**config.mk**
```make
export PLATFORM = sky130hd
export DESIGN_NAME = llc_chan_sched_flat
export DESIGN_NICKNAME = d
export VERILOG_FILES = /design/src/rtl/llc_chan_sched_if.sv /design/src/rtl/llc_chan_sched.sv /design/src/flat_wrapper.sv
export SDC_FILE = /design/constraint.sdc
export NUM_CORES = 1
export LEC_CHECK = 0
export BUFFER_PORTS_ARGS = -buffer_cell sky130_fd_sc_hd__buf_4
export CORE_ASPECT_RATIO = 0.9
export CORE_MARGIN = 8
export CORE_UTILIZATION = 46
export DETAILED_ROUTE_END_ITERATION = 8
export PLACE_DENSITY = 0.87
export SYNTH_ARGS = -nofsm -noshare
export SYNTH_HDL_FRONTEND = slang
export SYNTH_SLANG_ARGS = --single-unit
export TNS_END_PERCENT = 10
```
**constraint.sdc**
```tcl
create_clock -name clk -period 3.6 [get_ports clk]
set_clock_uncertainty 0.05 [all_clocks]
set_input_delay 0.72 -clock clk [delete_from_list [all_inputs] [get_ports clk]]
set_output_delay 0.72 -clock clk [all_outputs]
set_load 0.05 [all_outputs]
```
**src/rtl/llc_chan_sched_if.sv**
```systemverilog
// Bundle between the LLC input buffers / datapath and the channel scheduler.
// Handshake: a channel holds ch_valid and its ch_set slice stable until it sees its ch_ready bit; the transfer happens on a clock edge where both are high.
interface llc_chan_sched_if #(
  parameter int NUM_CH   = 4,
  parameter int SET_BITS = 9
);
  localparam int CH_W = (NUM_CH > 2) ? $clog2(NUM_CH) : 1;

  logic [NUM_CH-1:0]          ch_valid;
  logic [NUM_CH*SET_BITS-1:0] ch_set;
  logic [NUM_CH-1:0]          stall_mask;
  logic                       process_done;
  logic                       update_hold;
  logic [NUM_CH-1:0]          ch_ready;
  logic [CH_W-1:0]            cur_ch;
  logic [SET_BITS-1:0]        cur_set;
  logic                       rd_set_en;
  logic                       rd_mem_en;
  logic                       lookup_en;
  logic                       process_en;
  logic                       update_en;
  logic                       idle;
  logic [2:0]                 state_dbg;

  modport master (
    output ch_valid, ch_set, stall_mask, process_done, update_hold,
    input  ch_ready, cur_ch, cur_set, rd_set_en, rd_mem_en, lookup_en,
           process_en, update_en, idle, state_dbg
  );

  modport slave (
    input  ch_valid, ch_set, stall_mask, process_done, update_hold,
    output ch_ready, cur_ch, cur_set, rd_set_en, rd_mem_en, lookup_en,
           process_en, update_en, idle, state_dbg
  );
endinterface

```
**src/rtl/llc_chan_sched.sv**
```systemverilog
// LLC front-end scheduler: fixed-priority channel arbitration plus the set-read/mem-read/lookup/process/update sequencer.
// Optional starvation aging is enabled by defining LLC_SCHED_AGING_EN.
module llc_chan_sched #(
  parameter int NUM_CH   = 4,
  parameter int SET_BITS = 9,
  parameter int RD_LAT   = 2,
  parameter int AGE_MAX  = 7
) (
  input  logic             clk,
  input  logic             rst,
  llc_chan_sched_if.slave  bus
);
  localparam int CH_W = (NUM_CH > 2) ? $clog2(NUM_CH) : 1;

  if (NUM_CH < 2 || NUM_CH > 8 || RD_LAT < 1 || RD_LAT > 7 || AGE_MAX < 1) begin : g_bad_cfg
    $error("llc_chan_sched: parameter out of range");
  end

  typedef enum logic [2:0] {
    DECODE   = 3'd0,
    READ_SET = 3'd1,
    READ_MEM = 3'd2,
    LOOKUP   = 3'd3,
    PROCESS  = 3'd4,
    UPDATE   = 3'd5
  } state_t;

  state_t              state;
  state_t              state_nxt;
  logic [2:0]          lat_cnt;
  logic [CH_W-1:0]     cur_ch_q;
  logic [SET_BITS-1:0] cur_set_q;
  logic                rd_set_q, rd_mem_q, lookup_q, process_q, update_q;
  logic [NUM_CH-1:0]   elig;
  logic [NUM_CH-1:0]   starved;
  logic [CH_W-1:0]     winner;
  logic                any_elig;
  logic                grant;

  assign elig = bus.ch_valid & ~bus.stall_mask;

`ifdef LLC_SCHED_AGING_EN
  localparam int AGE_W = $clog2(AGE_MAX + 1);
  logic [AGE_W-1:0] age [NUM_CH];

  always_comb begin
    starved = '0;
    for (int i = 0; i < NUM_CH; i++)
      starved[i] = elig[i] && (age[i] == AGE_W'(AGE_MAX));
  end

  // Losers that were eligible at the grant age; the winner restarts from zero.
  always_ff @(posedge clk) begin
    if (rst) begin
      for (int i = 0; i < NUM_CH; i++) age[i] <= '0;
    end else if (grant) begin
      for (int i = 0; i < NUM_CH; i++) begin
        if (CH_W'(i) == winner)
          age[i] <= '0;
        else if (elig[i] && age[i] != AGE_W'(AGE_MAX))
          age[i] <= age[i] + 1'b1;
      end
    end
  end
`else
  assign starved = '0;
`endif

  // Lowest starved channel overrides plain lowest-index priority.
  always_comb begin
    winner   = '0;
    any_elig = 1'b0;
    for (int i = NUM_CH - 1; i >= 0; i--) begin
      if (elig[i]) begin
        winner   = CH_W'(i);
        any_elig = 1'b1;
      end
    end
    if (|starved) begin
      for (int i = NUM_CH - 1; i >= 0; i--)
        if (starved[i]) winner = CH_W'(i);
    end
  end

  assign grant        = any_elig && (state == DECODE) && !rst;
  assign bus.ch_ready = grant ? (NUM_CH'(1) << winner) : '0;
  assign bus.idle     = (state == DECODE) && !grant;

  always_comb begin
    state_nxt = state;
    case (state)
      DECODE:   if (grant) state_nxt = READ_SET;
      READ_SET: state_nxt = READ_MEM;
      READ_MEM: if (lat_cnt == 3'd0) state_nxt = LOOKUP;
      LOOKUP:   state_nxt = PROCESS;
      PROCESS:  if (bus.process_done) state_nxt = UPDATE;
      UPDATE:   if (!bus.update_hold) state_nxt = DECODE;
      default:  state_nxt = DECODE;
    endcase
  end

  always_ff @(posedge clk) begin
    if (rst) begin
      state     <= DECODE;
      lat_cnt   <= 3'd0;
      cur_ch_q  <= '0;
      cur_set_q <= '0;
      rd_set_q  <= 1'b0;
      rd_mem_q  <= 1'b0;
      lookup_q  <= 1'b0;
      process_q <= 1'b0;
      update_q  <= 1'b0;
    end else begin
      state     <= state_nxt;
      rd_set_q  <= (state_nxt == READ_SET);
      rd_mem_q  <= (state_nxt == READ_MEM);
      lookup_q  <= (state_nxt == LOOKUP);
      process_q <= (state_nxt == LOOKUP) || (state_nxt == PROCESS);
      update_q  <= (state_nxt == UPDATE);
      // Counter is loaded on the READ_SET -> READ_MEM edge so READ_MEM lasts RD_LAT cycles.
      if (state == READ_SET)
        lat_cnt <= 3'(RD_LAT - 1);
      else if (state == READ_MEM && lat_cnt != 3'd0)
        lat_cnt <= lat_cnt - 3'd1;
      if (grant) begin
        cur_ch_q  <= winner;
        cur_set_q <= bus.ch_set[int'(winner) * SET_BITS +: SET_BITS];
      end
    end
  end

  assign bus.cur_ch     = cur_ch_q;
  assign bus.cur_set    = cur_set_q;
  assign bus.rd_set_en  = rd_set_q;
  assign bus.rd_mem_en  = rd_mem_q;
  assign bus.lookup_en  = lookup_q;
  assign bus.process_en = process_q;
  assign bus.update_en  = update_q;
  assign bus.state_dbg  = state;
endmodule

```
**src/flat_wrapper.sv**
```systemverilog
// flat-port wrapper written by rule: the top's interface ports become plain ports
module llc_chan_sched_flat 
#(
  parameter int NUM_CH   = 4,
  parameter int SET_BITS = 9,
  parameter int RD_LAT   = 2,
  parameter int AGE_MAX  = 7
)
  (clk, rst, bus_ch_valid, bus_ch_set, bus_stall_mask, bus_process_done, bus_update_hold, bus_ch_ready, bus_cur_ch, bus_cur_set, bus_rd_set_en, bus_rd_mem_en, bus_lookup_en, bus_process_en, bus_update_en, bus_idle, bus_state_dbg);
  llc_chan_sched_if #(.NUM_CH(NUM_CH), .SET_BITS(SET_BITS)) bus_i ();
  input  logic clk;
  input  logic rst;
  input wire logic [$bits(bus_i.ch_valid)-1:0] bus_ch_valid;
  input wire logic [$bits(bus_i.ch_set)-1:0] bus_ch_set;
  input wire logic [$bits(bus_i.stall_mask)-1:0] bus_stall_mask;
  input wire logic [$bits(bus_i.process_done)-1:0] bus_process_done;
  input wire logic [$bits(bus_i.update_hold)-1:0] bus_update_hold;
  output wire logic [$bits(bus_i.ch_ready)-1:0] bus_ch_ready;
  output wire logic [$bits(bus_i.cur_ch)-1:0] bus_cur_ch;
  output wire logic [$bits(bus_i.cur_set)-1:0] bus_cur_set;
  output wire logic [$bits(bus_i.rd_set_en)-1:0] bus_rd_set_en;
  output wire logic [$bits(bus_i.rd_mem_en)-1:0] bus_rd_mem_en;
  output wire logic [$bits(bus_i.lookup_en)-1:0] bus_lookup_en;
  output wire logic [$bits(bus_i.process_en)-1:0] bus_process_en;
  output wire logic [$bits(bus_i.update_en)-1:0] bus_update_en;
  output wire logic [$bits(bus_i.idle)-1:0] bus_idle;
  output wire logic [$bits(bus_i.state_dbg)-1:0] bus_state_dbg;
  assign bus_i.ch_valid = bus_ch_valid;
  assign bus_i.ch_set = bus_ch_set;
  assign bus_i.stall_mask = bus_stall_mask;
  assign bus_i.process_done = bus_process_done;
  assign bus_i.update_hold = bus_update_hold;
  assign bus_ch_ready = bus_i.ch_ready;
  assign bus_cur_ch = bus_i.cur_ch;
  assign bus_cur_set = bus_i.cur_set;
  assign bus_rd_set_en = bus_i.rd_set_en;
  assign bus_rd_mem_en = bus_i.rd_mem_en;
  assign bus_lookup_en = bus_i.lookup_en;
  assign bus_process_en = bus_i.process_en;
  assign bus_update_en = bus_i.update_en;
  assign bus_idle = bus_i.idle;
  assign bus_state_dbg = bus_i.state_dbg;
  llc_chan_sched #(.NUM_CH(NUM_CH), .SET_BITS(SET_BITS), .RD_LAT(RD_LAT), .AGE_MAX(AGE_MAX)) u_core (.clk(clk), .rst(rst), .bus(bus_i));
endmodule
```
==> impl_metrics.py <==
metrics = {
    "outcome": {
        "status": "complete, no violations",
    },
    "synthesis": {
        "yosys_warnings": 0,
        "yosysSeqAreaShare_pct": 35.9,
        "synth_area_um2": 1230,
        "async_reset_ff_share_pct": 0,
        "synth_edf_count": 0,
        "yosys.area.top_type": "dfxtp_1",
        "syn_inst": 141,
        "syn_nets": 191,
        "ys.flop_type": "dfxtp_1",
        "synth_top_area_share_pct": 35.9,
        "ys_types": 35,
        "ys_ff_latch": 22,
        "ys_top_cells_by_area": "dfxtp_1 36%, a221o_1 7.3%, a32o_1 7.3%",
        "avgSynthCellArea_um2": 8.70,
    },
    "cts": {
        "clock_latency_ns": 0.30,
        "cts_resized": 0,
        "cts_buffers": 3,
        "cts_hold_buf": 0,
        "cts_tree": "built",
        "cts_root_buf": "clkbuf_4",
        "clk_pin_slew_ns": 0.13,
        "clock_sinks": 22,
        "postCtsSetupBuffers": 0,
        "clock_path_buffers": 2,
        "h-tree-depth": 1,
    },
    "setup_path": {
        "cp_max_fo": 15,
        "path_cells": "or4_4 -> a41oi_4 -> and2b_1 -> buf_4",
        "crit_path_start_kind": "flip-flop",
        "critPathKind": "flip-flop to output pin",
        "cpPeakStageDelay_ns": 0.70,
        "worstPathRequired_ns": 2.83,
        "arrival_ns": 2.09,
        "end_kind": "output pin",
        "path_buf_inv": 1,
        "cp_slowest_cell": "or4_4",
        "crit_family": "simple AND/OR/NAND/NOR gates",
    },
    "floorplanning": {
        "design.core.area_um2": 2490,
        "fp.dieW_um": 70.4,
        "ios": 72,
        "start_util_pct": 49.3,
        "dieArea_um2": 4580,
        "fp.dieH_um": 65.0,
        "rows": 17,
    },
    "power_and_ir_drop": {
        "ir_drop_mv": 0.410,
        "cellPowerDensity_nw_per_um2": 515,
        "p_total_mw": 0.937,
        "leakage_nw": 0.828,
    },
    "grt": {
        "grt_pass1_wl_um": 6440,
        "grt-ovfl-total": 0,
        "grt_max_degree": 16,
        "grt_antenna_before_repair": 0,
        "grt_pass1_vias": 1434,
        "track_usage_pct": 16.7,
    },
    "placement": {
        "place_inst": 233,
        "dpl.hpwl_um": 3150,
        "portBuffers": 71,
        "gp_congestion": 0.835,
    },
    "routing": {
        "first_pass_iters": 4,
        "wl_per_cell_um": 17.1,
        "drt_iter0_drc": 78,
        "routed_wl_um": 4040,
        "ant_nets": 0,
        "detail_route.vias_per_cell": 5.72,
        "vias": 1356,
        "drc": 0,
    },
    "timing": {
        "holdWs_ns": 0.436,
        "rsz0062_at_grt": "false",
        "finalSetupTns_ns": 0,
        "slew_headroom_pct": 37.2,
        "max_slew.worst_pin.slew_ns": 0.942,
        "period_share_pct": 79.5,
        "period_needed_ns": 2.86,
        "setup-violations-final": 0,
        "max_freq_mhz": 349,
        "hold_violations": 0,
        "drv_slew": 0,
    },
    "final_layout": {
        "stdcell_count": 237,
        "layout-drive-gt1-share_pct": 40.7,
        "fin_util_pct": 73.2,
        "diodes": 0,
        "area_growth_pct": 48.5,
        "fin_nets": 260,
    },
    "job": {
        "maxCapViolCount": 0,
    },
    "min_path": {
        "hold_path_class": "flip-flop to flip-flop",
    },
}
[cells in the final DEF, fill, tap and decap left out, drive strengths merged]
cell	instances
a2111oi	1
dfxtp	22
or3	2
nor4	1
bufinv	1
a21oi	4
a221o	9
and2	1
a211oi	1
o2bb2ai	1
o21ai	3
mux2	1
nor3b	1
xnor2	1
a32o	9
clkbuf	3
ha	2
or4	1
inv	6
a31oi	1
a41oi	1
mux2i	1
nand4	1
and3	1
and2b	1
a21o	1
nor3	13
nand2b	14
nor2	17
nor2b	5
a31o	1
a221oi	2
nand2	6
buf	74
[metrics by stage]
stage	setup slack (ns)	area (um2)
floorplan	0.129	1230
global placement	0.809	1770
detailed placement	0.781	1770
CTS	0.744	1820
global route	0.679	1820
finish	0.737	1820
[registers in the layout (all words and copies together) (netlist names)]
signal / cells
u_core.bus.process_en: 1
u_core.bus.cur_ch: 2
u_core.bus.cur_set: 9
u_core.bus.lookup_en: 1
u_core.bus.update_en: 1
u_core.lat_cnt: 3
u_core.bus.rd_mem_en: 1
u_core.bus.rd_set_en: 1
u_core.bus.state_dbg: 3
[synth_stat cells, types with 2 or more instances]
master / n
inv_1: 6
a221o_1: 9
buf_2: 2
nand2b_1: 14
nor2_1: 17
clkbuf_1: 6
nor2b_1: 5
nor3_1: 13
nand2_1: 6
o21ai_0: 3
a32o_1: 9
ha_1: 2
a21oi_1: 4
buf_6: 2
dfxtp_1: 22
or3_1: 2
[cell type report]
type / count / area (um2)
sequential: 22 / 440
multi-input combinational: 103 / 714
fill: 195 / 668
timing repair buffer: 74 / 556
clock inverter: 1 / 30.0
clock buffer: 3 / 22.5
tap: 28 / 35.0
inverter: 6 / 22.5
[metal layers]
layer | vias to the layer above | GRT usage, % | share of wire, %
li1 | 655 | - | -
met4 | 0 | 7.77 | 2.4
met3 | 8 | 3.81 | 6.1
met1 | 644 | 18.3 | 39
met2 | 49 | 29.8 | 52
met5 | - | 0 | 0
[report_power, final]
part | internal (mW) | switching, mW
registers | 0.282 | 0.0315
logic | 0.163 | 0.270
clock network | 0.113 | 0.0788
total | 0.557 | 0.380
[final timing paths]
check | cells past startpoint | startpoint | end | slack [ns]
worst max-delay path | 4 | u_core.bus.state_dbg[2]$_SDFF_PP0_ | bus_idle | 0.74
worst min register to register | 1 | u_core.bus.cur_ch[0]$_SDFFE_PP0P_ | u_core.bus.cur_ch[0]$_SDFFE_PP0P_ | 0.44
worst min-delay path | 1 | u_core.bus.cur_ch[0]$_SDFFE_PP0P_ | u_core.bus.cur_ch[0]$_SDFFE_PP0P_ | 0.44
worst max register to register | 3 | u_core.bus.state_dbg[0]$_SDFF_PP0_ | u_core.bus.cur_set[2]$_SDFFE_PP0P_ | 1.80
[logic make-up after synthesis]
family | synth area share, %
AO/OA/AOI/OAI | 25.6
AND/OR/NAND/NOR | 27.7
buffers and inverters | 6.33
XOR/XNOR | 0.714
multiplexers | 1.73
adder cells (fa/ha/maj) | 2.04
flip-flops | 35.9
(Power assumes the default switching activity.)
